File: config.mk
export PLATFORM = sky130hd
export DESIGN_NAME = fifo_rr_scheduler_flat
export DESIGN_NICKNAME = d
export VERILOG_FILES = /design/src/rtl/fifo_sched_pkg.sv /design/src/rtl/fifo_rr_scheduler_if.sv /design/src/rtl/fifo_rr_scheduler_rr_arbiter.sv /design/src/rtl/fifo_rr_scheduler.sv /design/src/flat_wrapper.sv
export SDC_FILE = /design/constraint.sdc
export NUM_CORES = 1
export LEC_CHECK = 0
export CORE_MARGIN = 3
export CORE_UTILIZATION = 33
export CTS_CLUSTER_DIAMETER = 80
export CTS_CLUSTER_SIZE = 30
export DETAILED_ROUTE_END_ITERATION = 7
export GPL_ROUTABILITY_DRIVEN = 0
export PLACE_DENSITY = 0.75
export SYNTH_ARGS = -nofsm -noshare
export SYNTH_HDL_FRONTEND = slang
export SYNTH_SLANG_ARGS = --single-unit
File: constraint.sdc
create_clock -name clk_in -period 2.3 [get_ports clk_in]
set_clock_uncertainty 0.05 [all_clocks]
set_input_delay 0.46 -clock clk_in [delete_from_list [all_inputs] [get_ports clk_in]]
set_output_delay 0.46 -clock clk_in [all_outputs]
set_load 0.02 [all_outputs]
File: src/rtl/fifo_sched_pkg.sv
// Shared types and helpers for the round-robin FIFO dequeue scheduler.
// Imported by the interface, the arbiter and the top.
package fifo_sched_pkg;

    typedef enum logic [1:0] {
        ST_IDLE  = 2'd0,
        ST_ISSUE = 2'd1,
        ST_WAIT  = 2'd2,
        ST_HOLD  = 2'd3
    } sched_state_e;

    // Width of a queue index; kept at least 1 bit so a degenerate NUM_Q still elaborates.
    function automatic int src_w(input int num_q);
        return (num_q > 1) ? $clog2(num_q) : 1;
    endfunction

endpackage

File: src/rtl/fifo_rr_scheduler_if.sv
// Bundle between the FIFO bank, the scheduler and the downstream consumer.
// master = scheduler side, slave = FIFO bank / consumer side.
interface fifo_rr_scheduler_if
    import fifo_sched_pkg::*;
#(
    parameter int NUM_Q      = 4,
    parameter int DATA_WIDTH = 32
);
    localparam int SRC_W = src_w(NUM_Q);

    logic [NUM_Q-1:0]            q_empty_in;
    logic [NUM_Q-1:0]            q_valid_in;
    logic [NUM_Q*DATA_WIDTH-1:0] q_data_in;
    logic [NUM_Q-1:0]            q_deq_out;
    logic [NUM_Q-1:0]            q_enable_in;
    logic [DATA_WIDTH-1:0]       m_data_out;
    logic [SRC_W-1:0]            m_src_out;
    logic                        m_valid_out;
    logic                        m_ready_in;
    logic                        busy_out;
    logic                        underrun_err_out;

    modport master (
        input  q_empty_in, q_valid_in, q_data_in, q_enable_in, m_ready_in,
        output q_deq_out, m_data_out, m_src_out, m_valid_out, busy_out, underrun_err_out
    );

    modport slave (
        output q_empty_in, q_valid_in, q_data_in, q_enable_in, m_ready_in,
        input  q_deq_out, m_data_out, m_src_out, m_valid_out, busy_out, underrun_err_out
    );

endinterface

File: src/rtl/fifo_rr_scheduler_rr_arbiter.sv
// Combinational rotate-priority arbiter: first requester after i_last, with wrap.
// Stateless so it can also serve multi-master enqueue arbitration.
module rr_arbiter
    import fifo_sched_pkg::*;
#(
    parameter int  NUM_Q = 4,
    localparam int SRC_W = src_w(NUM_Q)
) (
    input  logic [NUM_Q-1:0] i_req,
    input  logic [SRC_W-1:0] i_last,
    output logic             o_gnt_valid,
    output logic [SRC_W-1:0] o_gnt_idx
);

    logic [SRC_W-1:0] w_idx;

    // Scan farthest-to-nearest so the nearest requester after i_last is the last writer.
    always_comb begin
        o_gnt_valid = 1'b0;
        o_gnt_idx   = '0;
        w_idx       = '0;
        for (int k = NUM_Q; k >= 1; k--) begin
            w_idx = SRC_W'((int'(i_last) + k) % NUM_Q);
            if (i_req[w_idx]) begin
                o_gnt_valid = 1'b1;
                o_gnt_idx   = w_idx;
            end
        end
    end

endmodule

File: src/rtl/fifo_rr_scheduler.sv
// Round-robin dequeue scheduler: pops one FIFO at a time, captures its
// one-cycle response and presents it on a valid/ready port tagged with the source.
//
// state    | meaning
// ---------+-----------------------------------------------------------
// ST_IDLE  | no transfer; grant when any enabled FIFO is non-empty
// ST_ISSUE | q_deq_out[sel] high for this single cycle
// ST_WAIT  | FIFO responds; capture word or flag underrun
// ST_HOLD  | word presented; wait for m_ready_in, may chain next grant
module fifo_rr_scheduler
    import fifo_sched_pkg::*;
#(
    parameter int NUM_Q      = 4,
    parameter int DATA_WIDTH = 32
) (
    input  logic                clk_in,
    input  logic                rst_n_in,
    fifo_rr_scheduler_if.master bus
);

    localparam int SRC_W = src_w(NUM_Q);

    sched_state_e          r_state;
    sched_state_e          w_state_nxt;
    logic [SRC_W-1:0]      r_sel;
    logic [SRC_W-1:0]      r_last;
    logic [DATA_WIDTH-1:0] r_data;
    logic [SRC_W-1:0]      r_src;
    logic                  r_valid;
    logic                  r_underrun;

    logic [NUM_Q-1:0]      w_elig;
    logic                  w_gnt_valid;
    logic [SRC_W-1:0]      w_gnt_idx;
    logic                  w_sel_valid;
    logic [DATA_WIDTH-1:0] w_sel_data;
    logic [NUM_Q-1:0]      w_deq;
    logic                  w_load_grant;
    logic                  w_capture;
    logic                  w_underrun;
    logic                  w_release;

    assign w_elig = ~bus.q_empty_in & bus.q_enable_in;

    rr_arbiter #(
        .NUM_Q (NUM_Q)
    ) u_rr_arbiter (
        .i_req       (w_elig),
        .i_last      (r_last),
        .o_gnt_valid (w_gnt_valid),
        .o_gnt_idx   (w_gnt_idx)
    );

    assign w_sel_valid = bus.q_valid_in[r_sel];

    always_comb begin
        w_sel_data = '0;
        for (int i = 0; i < NUM_Q; i++) begin
            if (r_sel == SRC_W'(i)) begin
                w_sel_data = bus.q_data_in[i*DATA_WIDTH +: DATA_WIDTH];
            end
        end
    end

    always_comb begin
        w_state_nxt  = r_state;
        w_load_grant = 1'b0;
        w_capture    = 1'b0;
        w_underrun   = 1'b0;
        w_release    = 1'b0;
        case (r_state)
            ST_IDLE: begin
                if (w_gnt_valid) begin
                    w_load_grant = 1'b1;
                    w_state_nxt  = ST_ISSUE;
                end
            end
            ST_ISSUE: begin
                w_state_nxt = ST_WAIT;
            end
            ST_WAIT: begin
                if (w_sel_valid) begin
                    w_capture   = 1'b1;
                    w_state_nxt = ST_HOLD;
                end else begin
                    w_underrun  = 1'b1;
                    w_state_nxt = ST_IDLE;
                end
            end
            ST_HOLD: begin
                if (bus.m_ready_in) begin
                    w_release = 1'b1;
                    if (w_gnt_valid) begin
                        w_load_grant = 1'b1;
                        w_state_nxt  = ST_ISSUE;
                    end else begin
                        w_state_nxt = ST_IDLE;
                    end
                end
            end
            default: begin
                w_state_nxt = ST_IDLE;
            end
        endcase
    end

    // Reset drops any word that was dequeued but not yet captured.
    always_ff @(posedge clk_in or negedge rst_n_in) begin
        if (!rst_n_in) begin
            r_state    <= ST_IDLE;
            r_sel      <= '0;
            r_last     <= SRC_W'(NUM_Q - 1);
            r_data     <= '0;
            r_src      <= '0;
            r_valid    <= 1'b0;
            r_underrun <= 1'b0;
        end else begin
            r_state    <= w_state_nxt;
            r_underrun <= w_underrun;
            if (w_load_grant) begin
                r_sel  <= w_gnt_idx;
                r_last <= w_gnt_idx;
            end
            if (w_capture) begin
                r_data  <= w_sel_data;
                r_src   <= r_sel;
                r_valid <= 1'b1;
            end else if (w_release) begin
                r_valid <= 1'b0;
            end
        end
    end

    always_comb begin
        w_deq = '0;
        if (r_state == ST_ISSUE) begin
            w_deq[r_sel] = 1'b1;
        end
    end

    assign bus.q_deq_out        = w_deq;
    assign bus.m_data_out       = r_data;
    assign bus.m_src_out        = r_src;
    assign bus.m_valid_out      = r_valid;
    assign bus.busy_out         = (r_state != ST_IDLE);
    assign bus.underrun_err_out = r_underrun;

endmodule

File: src/flat_wrapper.sv
// flat-port wrapper written by rule: the top's interface ports become plain ports
module fifo_rr_scheduler_flat import fifo_sched_pkg::*;
#(
    parameter int NUM_Q      = 4,
    parameter int DATA_WIDTH = 32
)
  (clk_in, rst_n_in, bus_q_empty_in, bus_q_valid_in, bus_q_data_in, bus_q_enable_in, bus_m_ready_in, bus_q_deq_out, bus_m_data_out, bus_m_src_out, bus_m_valid_out, bus_busy_out, bus_underrun_err_out);
  fifo_rr_scheduler_if #(.NUM_Q(NUM_Q), .DATA_WIDTH(DATA_WIDTH)) bus_i ();
  input  logic clk_in;
  input  logic rst_n_in;
  input wire logic [$bits(bus_i.q_empty_in)-1:0] bus_q_empty_in;
  input wire logic [$bits(bus_i.q_valid_in)-1:0] bus_q_valid_in;
  input wire logic [$bits(bus_i.q_data_in)-1:0] bus_q_data_in;
  input wire logic [$bits(bus_i.q_enable_in)-1:0] bus_q_enable_in;
  input wire logic [$bits(bus_i.m_ready_in)-1:0] bus_m_ready_in;
  output wire logic [$bits(bus_i.q_deq_out)-1:0] bus_q_deq_out;
  output wire logic [$bits(bus_i.m_data_out)-1:0] bus_m_data_out;
  output wire logic [$bits(bus_i.m_src_out)-1:0] bus_m_src_out;
  output wire logic [$bits(bus_i.m_valid_out)-1:0] bus_m_valid_out;
  output wire logic [$bits(bus_i.busy_out)-1:0] bus_busy_out;
  output wire logic [$bits(bus_i.underrun_err_out)-1:0] bus_underrun_err_out;
  assign bus_i.q_empty_in = bus_q_empty_in;
  assign bus_i.q_valid_in = bus_q_valid_in;
  assign bus_i.q_data_in = bus_q_data_in;
  assign bus_i.q_enable_in = bus_q_enable_in;
  assign bus_i.m_ready_in = bus_m_ready_in;
  assign bus_q_deq_out = bus_i.q_deq_out;
  assign bus_m_data_out = bus_i.m_data_out;
  assign bus_m_src_out = bus_i.m_src_out;
  assign bus_m_valid_out = bus_i.m_valid_out;
  assign bus_busy_out = bus_i.busy_out;
  assign bus_underrun_err_out = bus_i.underrun_err_out;
  fifo_rr_scheduler #(.NUM_Q(NUM_Q), .DATA_WIDTH(DATA_WIDTH)) u_core (.clk_in(clk_in), .rst_n_in(rst_n_in), .bus(bus_i));
endmodule
### Yosys cells after proc, flatten, opt, wreduce, memory -nomap -nowiden

Index checks and enable logic that the tools add are counted.

* $add $sub $neg: 4
* multiply operators: 0
* div/mod/pow operators: 0
* $lt $le $gt $ge: 6
* equality and inequality tests: 8
* shift operators: 0
* multiplexer cells: 41
* bitwise logic cells: 2
* reductions and logical operators: 6

Operator list (count)
* 32-bit two-way mux: 4
* 1-bit two-way mux: 21
* 2-bit by 3-bit less-than comparator with 1-bit output (second input constant): 5
* 2-bit two-way mux: 7
* 1-bit binary-select mux with 2-bit select: 5
* 2-bit == test (second input constant): 4
* 2-bit case mux with 4 select lines: 1
* 2-bit by 1-bit adder with 2-bit output (second input constant): 2
* 2-bit adder (second input constant): 2
* 4-bit AND: 1
* 2-bit by 1-bit == test with 1-bit output (second input constant): 2
* 2-bit zero test: 2
* 4-bit two-way mux: 1
* 2-bit != test (second input constant): 2
* 4-bit NOT: 1
* 2-bit nonzero test: 2
* 1-bit demux with 2-bit select: 1
* 2-bit by 1-bit >= comparator with 1-bit output (second input constant): 1
* 1-bit case mux with 2 select lines: 1
* 2-bit AND reduction: 1
* 1-bit logical AND: 1

* bits in registers: 42
* latch bits: 0
* bits in writable memories: 0
* memory bits (read-only): 0
* input bits: 143
* output and inout bits: 41
* word-level logic and storage cells: 74
* memories kept: 0

### Logic depth before layout (Yosys ltp)

* depth after elaboration: 11
* gate-level depth with buffers: 6

### Cells and area by module

Synthesis repeated with hierarchy kept, for this count alone.

* cell total of the unflattened synthesis: 177
* area, all modules: 2792.7 µm²

Modules (own cells, without submodules)
* fifo_rr_scheduler: times used 1, cells each 163, area each 2701.3 µm², seq. area each 1053.5 µm²
* rr_arbiter: times used 1, cells each 14, area each 91.3 µm², seq. area each 0.0 µm²

### Least setup slack after synthesis

OpenSTA, ideal clock, no wires.

* path kind: register to output
* from: register u_core.r_sel[1]
* to: output bus_q_deq_out[2]
* arrival: 1.432 ns
* data required time: 1.790 ns
* slack: 0.358 ns
* cell stages (with the launch flop): 5
* cell sequence: dfrtp_1 -> buf_4 -> clkbuf_1 -> inv_1 -> nor3b_1

* longest elaborated chain between the ends: 5
* elaborated cells between the ends (all ways): 6
* classes of those cells: 2 x order compare; 3 x mux; 1 x reduce/logical

RTL lines
* from (decl): RTL line fifo_rr_scheduler.sv:25 `logic [SRC_W-1:0] r_sel;`
* from (signal assigned): RTL line fifo_rr_scheduler.sv:121 `r_sel <= w_gnt_idx;`
* 2-bit by 3-bit less-than comparator with 1-bit output (implied by the code) / 2-bit by 1-bit >= comparator with 1-bit output (equally long branches): RTL line fifo_rr_scheduler.sv:137 `w_deq[r_sel] = 1'b1;`
* 1-bit logical AND (implied by the code): RTL line fifo_rr_scheduler.sv:137
* 1-bit two-way mux (implied by the code): RTL line fifo_rr_scheduler.sv:137
* 1-bit demux with 2-bit select *
* 4-bit two-way mux *: RTL line fifo_rr_scheduler.sv:136 `if (r_state == ST_ISSUE) begin`
* to (decl): RTL line flat_wrapper.sv:16 `output wire logic [$bits(bus_i.q_deq_out)-1:0] bus_q_deq_out;`

Mark *: on every way between the ends. The rest lies on a longest branch, timed or not.

### Worst setup path after layout

* from: register u_core.r_state[1]
* to: output bus_q_deq_out[0]

* longest elaborated chain between the ends: 2

RTL lines
* from (decl): RTL line fifo_rr_scheduler.sv:23 `sched_state_e r_state;`
* from (signal assigned): RTL line fifo_rr_scheduler.sv:118 `r_state <= w_state_nxt;`
* 2-bit by 1-bit == test with 1-bit output: RTL line fifo_rr_scheduler.sv:136
* 4-bit two-way mux: RTL line fifo_rr_scheduler.sv:136

Every way passes these cells.

==> flow_results.org <==
** Final layout
- Post-route cell area :: 4746 um^2
- The filler cells instantiated in the layout total 654.
- The multi-input combinational cells in the finished layout cover a total of 1546 um^2.
- Post-layout nets :: 507
- The repair_antennas step left the layout with diodes totalling 0.
- Relative to the synthesized area, the layout overhead comes to 72.33%.
- Once layout is complete, the utilization of the core stands at 59.86%.
- Area used by sequential logic in the layout :: 1056 um^2
- Cells with a size suffix above 1 make up 24.38% of the layout.

** Pwr
- Leak Pwr :: 1.946 nW
- Per report_power, the sequential group accounts for 26.0% of the total.
- Internal power :: 3.469 mW
- VDD sags by at most 896.3 uV.
- Pwr Density :: 1145 nW/um^2
- Fraction of power consumed by the clock network :: 10.9%
- For this design the total switching power over the nets is 1.962 mW.
- Fraction of power spent switching nets :: 36.13%
- Comb pwr share :: 63.1%

** CTS
- Maximum buffer depth of the clock tree :: 2
- Clock root buffer :: sky130_fd_sc_hd__clkbuf_8
- Level count of the clock H-tree :: 2
- Number of sinks handled by clock tree synthesis :: 42
- For the worst-skew pair, the clock arrives at the later sink with an insertion delay of 0.28 ns.
- Clock-pin slew was measured on the worst setup and hold paths at 0.08 ns.
- TritonCTS created 5 clock buffers.
- Clock tree from TritonCTS :: yes

** Logic synthesis
- Mean Syn Cell Area :: 15.74 um^2
- Number of synthesized register bits :: 42
- The cell count after synthesis came out at 175.
- Cell types with the largest area share after synthesis :: sky130_fd_sc_hd__dfrtp_1 (36%), sky130_fd_sc_hd__mux4_2 (27%), sky130_fd_sc_hd__mux2_4 (14%)
- Summing the sequential cell areas from Yosys gives 38.26% of the chip area.
- Yosys warning count :: 0
- Cell accounting for the most synthesized area :: sky130_fd_sc_hd__dfrtp_1
- The number of nets handed over by synthesis was 322.
- The synthesized netlist occupies a cell area of 2754 um^2.
- Unique cell type count in the Yosys netlist :: 34
- Proportion of netlist area held by the largest area contributor :: 36.35%

** Drt
- Number of remaining DRC errors :: 0
- The final layout contains routed wiring with a total length of 8526 um.
- Count of antenna-violating nets left after detailed routing :: 0
- Final routed wire length divided by cell count :: 18.41 um
- First-pass detailed-route iteration total :: 4
- Avg Vias per Cell :: 5.045
- For this block, the via count after detailed routing is 2,336.
- Initial DRC Count :: 58

** Critical path
- Crit end category :: primary output
- The setup path with the least slack is of type register to primary output.
- On the worst path, the slowest cell contributes a delay of 0.43 ns.
- At the worst endpoint, the required time is 1.79 ns.
- Crit Path Max Fanout :: 4
- Among all stages on the critical path, the largest delay is contributed by sky130_fd_sc_hd__dfrtp_1.
- Critical path arrival :: 1.58 ns
- Walking the worst path, the cells encountered are inv_1 -> ha_1 -> nor3b_1 -> dlygate4sd2_1.
- Kind of launch point of the worst setup path :: register

** Timing
- Fmax :: 477.5 MHz
- The final number of max-transition violations came to 0.
- The clock period could shrink to 2.094 ns.
- In this run the tightest slew margin relative to its limit is 64.88%.
- The worst path meets setup with 0.2059 ns of slack.
- Number of endpoints failing setup at the final stage :: 0
- Setup repair after global routing missed its margin :: no
- At the pin with the least slew margin, the transition time is 0.5269 ns.
- Hold Violations, Final :: 0
- The worst path uses 91.05% of the clock period.
- Summed over all failing endpoints, the final setup total negative slack is 0 ns.

** Die
- Area of the die :: 9477 um^2
- Chip width :: 97.35 um
- The region available for standard cell placement spans 7928 um^2.
- Number of rows created at floorplan :: 32
- Pin placement for this block handled 184 I/O pins.
- Chip height :: 97.35 um
- Starting density of the core :: 34.74%

** Worst hold path
- Path category of the worst min-delay check :: input port to asynchronous set/reset pin

** Global route
- The number of global-route vias before repair came to 2,585.
- The first global-routing pass estimated 13,890 um of wire.
- Pin count of the biggest net entering global routing :: 43
- Number of antenna violations at the first check in global routing :: 0
- Aggregate global routing overflow :: 0
- Global routing used 18.34% of the available tracks across all layers.

** Placed design
- Summing all placed instances gives a cell area of 4632 um^2.
- Port buffering added 183 buffers.
- Total half-perimeter wirelength after legalization and detailed placement :: 6774 um
- OpenSTA, run right after detailed placement, puts the worst setup slack at -0.04656 ns.

** Outcome
- The run finished with clean final reports.

** Run
- Max-cap violations in this run came to 0.
==> critical path, delay by kind of cell, from the launching register on <==
| family | cells | cell delay [ns] |
|---|---|---|
| simple gates | 1 | 0.20 |
| buf+inv | 2 | 0.49 |
| fa+ha+maj | 1 | 0.19 |
| flops | 1 | 0.43 |
==> synthesized netlist by cell type, drive strengths merged <==
cell type / instances
dfrtp: 40
mux2: 33
mux4: 33
buf: 8
inv: 8
nand2: 7
nor2: 6
a21oi: 4
ha: 4
nor2b: 4
clkbuf: 3
o21ai: 3
a21o: 2
dfstp: 2
nand2b: 2
nor3b: 2
a211oi: 1
a21boi: 1
a2bb2oi: 1
a311oi: 1
a32o: 1
maj3: 1
nand3: 1
nand4b: 1
nor3: 1
nor4: 1
o211ai: 1
o221a: 1
o22a: 1
or3b: 1
==> path summary, 6_finish.rpt <==
kind / end / from / depth (start not counted) / slack [ns]
worst max-delay path: bus_q_deq_out[0] / u_core.r_state[1] / 4 / 0.21
worst min-delay path: u_core.bus.m_data_out[20] / rst_n_in / 2 / 0.19
worst max register to register: u_core.bus.m_data_out[3] / u_core.r_sel[0] / 3 / 0.22
worst min register to register: u_core.bus.m_valid_out / u_core.bus.m_valid_out / 2 / 0.44
max in group asynchronous: u_core.r_sel[0] / rst_n_in / 2 / 1.62
min in group clk_in: u_core.bus.m_valid_out / u_core.bus.m_valid_out / 2 / 0.44
==> repair_timing <==
| action | 4_1_cts | 5_1_grt |
|---|---|---|
| pin swaps | 0 | 0 |
| setup endpoints to repair | 4 | 1 |
| gates resized for setup | 4 | 1 |
| hold buffers | 0 | 0 |
| setup buffers | 0 | 0 |
==> power by group through the flow <==
stage          sequential, mW  combinational, mW  clock [mW]
3_3_place_gp             1.43               3.40           0
2_1_floorplan            1.74               1.94           0
5_1_grt                  1.48               3.65       0.642
4_1_cts                  1.42               3.47       0.612
3_5_place_dp             1.43               3.47           0
6_report                 1.41               3.43       0.592
==> registers in the layout, summed over array words and instances, names as in the netlist <==
| signal | flops |
|---|---|
| u_core.r_state | 2 |
| u_core.bus.m_src_out | 2 |
| u_core.bus.underrun_err_out | 1 |
| u_core.bus.m_data_out | 32 |
| u_core.bus.m_valid_out | 1 |
| u_core.r_sel | 2 |
| u_core.r_last | 2 |
==> cells in the final DEF, fill, tap and decap left out, drive strengths merged <==
master,count
inv,8
nor3,1
dlygate4sd2,4
a32o,1
nor2b,4
clkbuf,7
o221a,1
o22a,1
dfstp,2
nor4,1
dfrtp,40
clkdlybuf4s50,177
a311oi,1
a2bb2oi,1
mux2,33
buf,7
maj3,1
o21ai,3
a21boi,1
a21o,2
mux4,33
a211oi,1
bufinv,1
ha,4
nor3b,2
nand2,7
a21oi,4
nor2,6
or3b,1
nand3,1
dlymetal6s2s,1
o211ai,1
nand2b,2
nand4b,1
==> cell type report <==
cell class	count	share of cell area, %
clock inverter	1	0.6327
inverter	8	0.6327
tap	102	2.689
sequential	42	22.25
timing repair buffer	189	39.39
clock buffer	7	1.819
multi-input combinational	114	32.59
==> layer usage <==
metal,GRT usage [%],share of wire [%],routed length [um],vias to the layer above
met2,32.01,52,4437,115
li1,-,-,-,1057
met4,3.301,0.60,51,0
met1,23.26,39,3360,1156
met3,4.738,7.9,677,8
met5,0,0,0,-
==> kinds of logic (layout without fill, tap and decap cells) <==
group,after synthesis,count (layout),share of synthesized area (%)
AOI/OAI and AO/OA,17,17,4.362
DFF,42,42,38.26
and+or+nand+nor,26,26,5.724
adders and majority gates,5,5,2.181
muxes,66,66,43.89
buffers and inverters,19,205,5.588
==> per-stage QoR <==
step / hold WS [ns] / power (mW) / std cells
after floorplan: 0.1144 / 3.678 / 175
after global placement: 0.4143 / 4.835 / 455
after CTS: 0.2011 / 5.504 / 463
after detailed placement: 0.4267 / 4.898 / 455
after global routing: 0.2260 / 5.771 / 463
final: 0.1883 / 5.432 / 463
No activity file was read; power rests on OpenSTA's default activity.
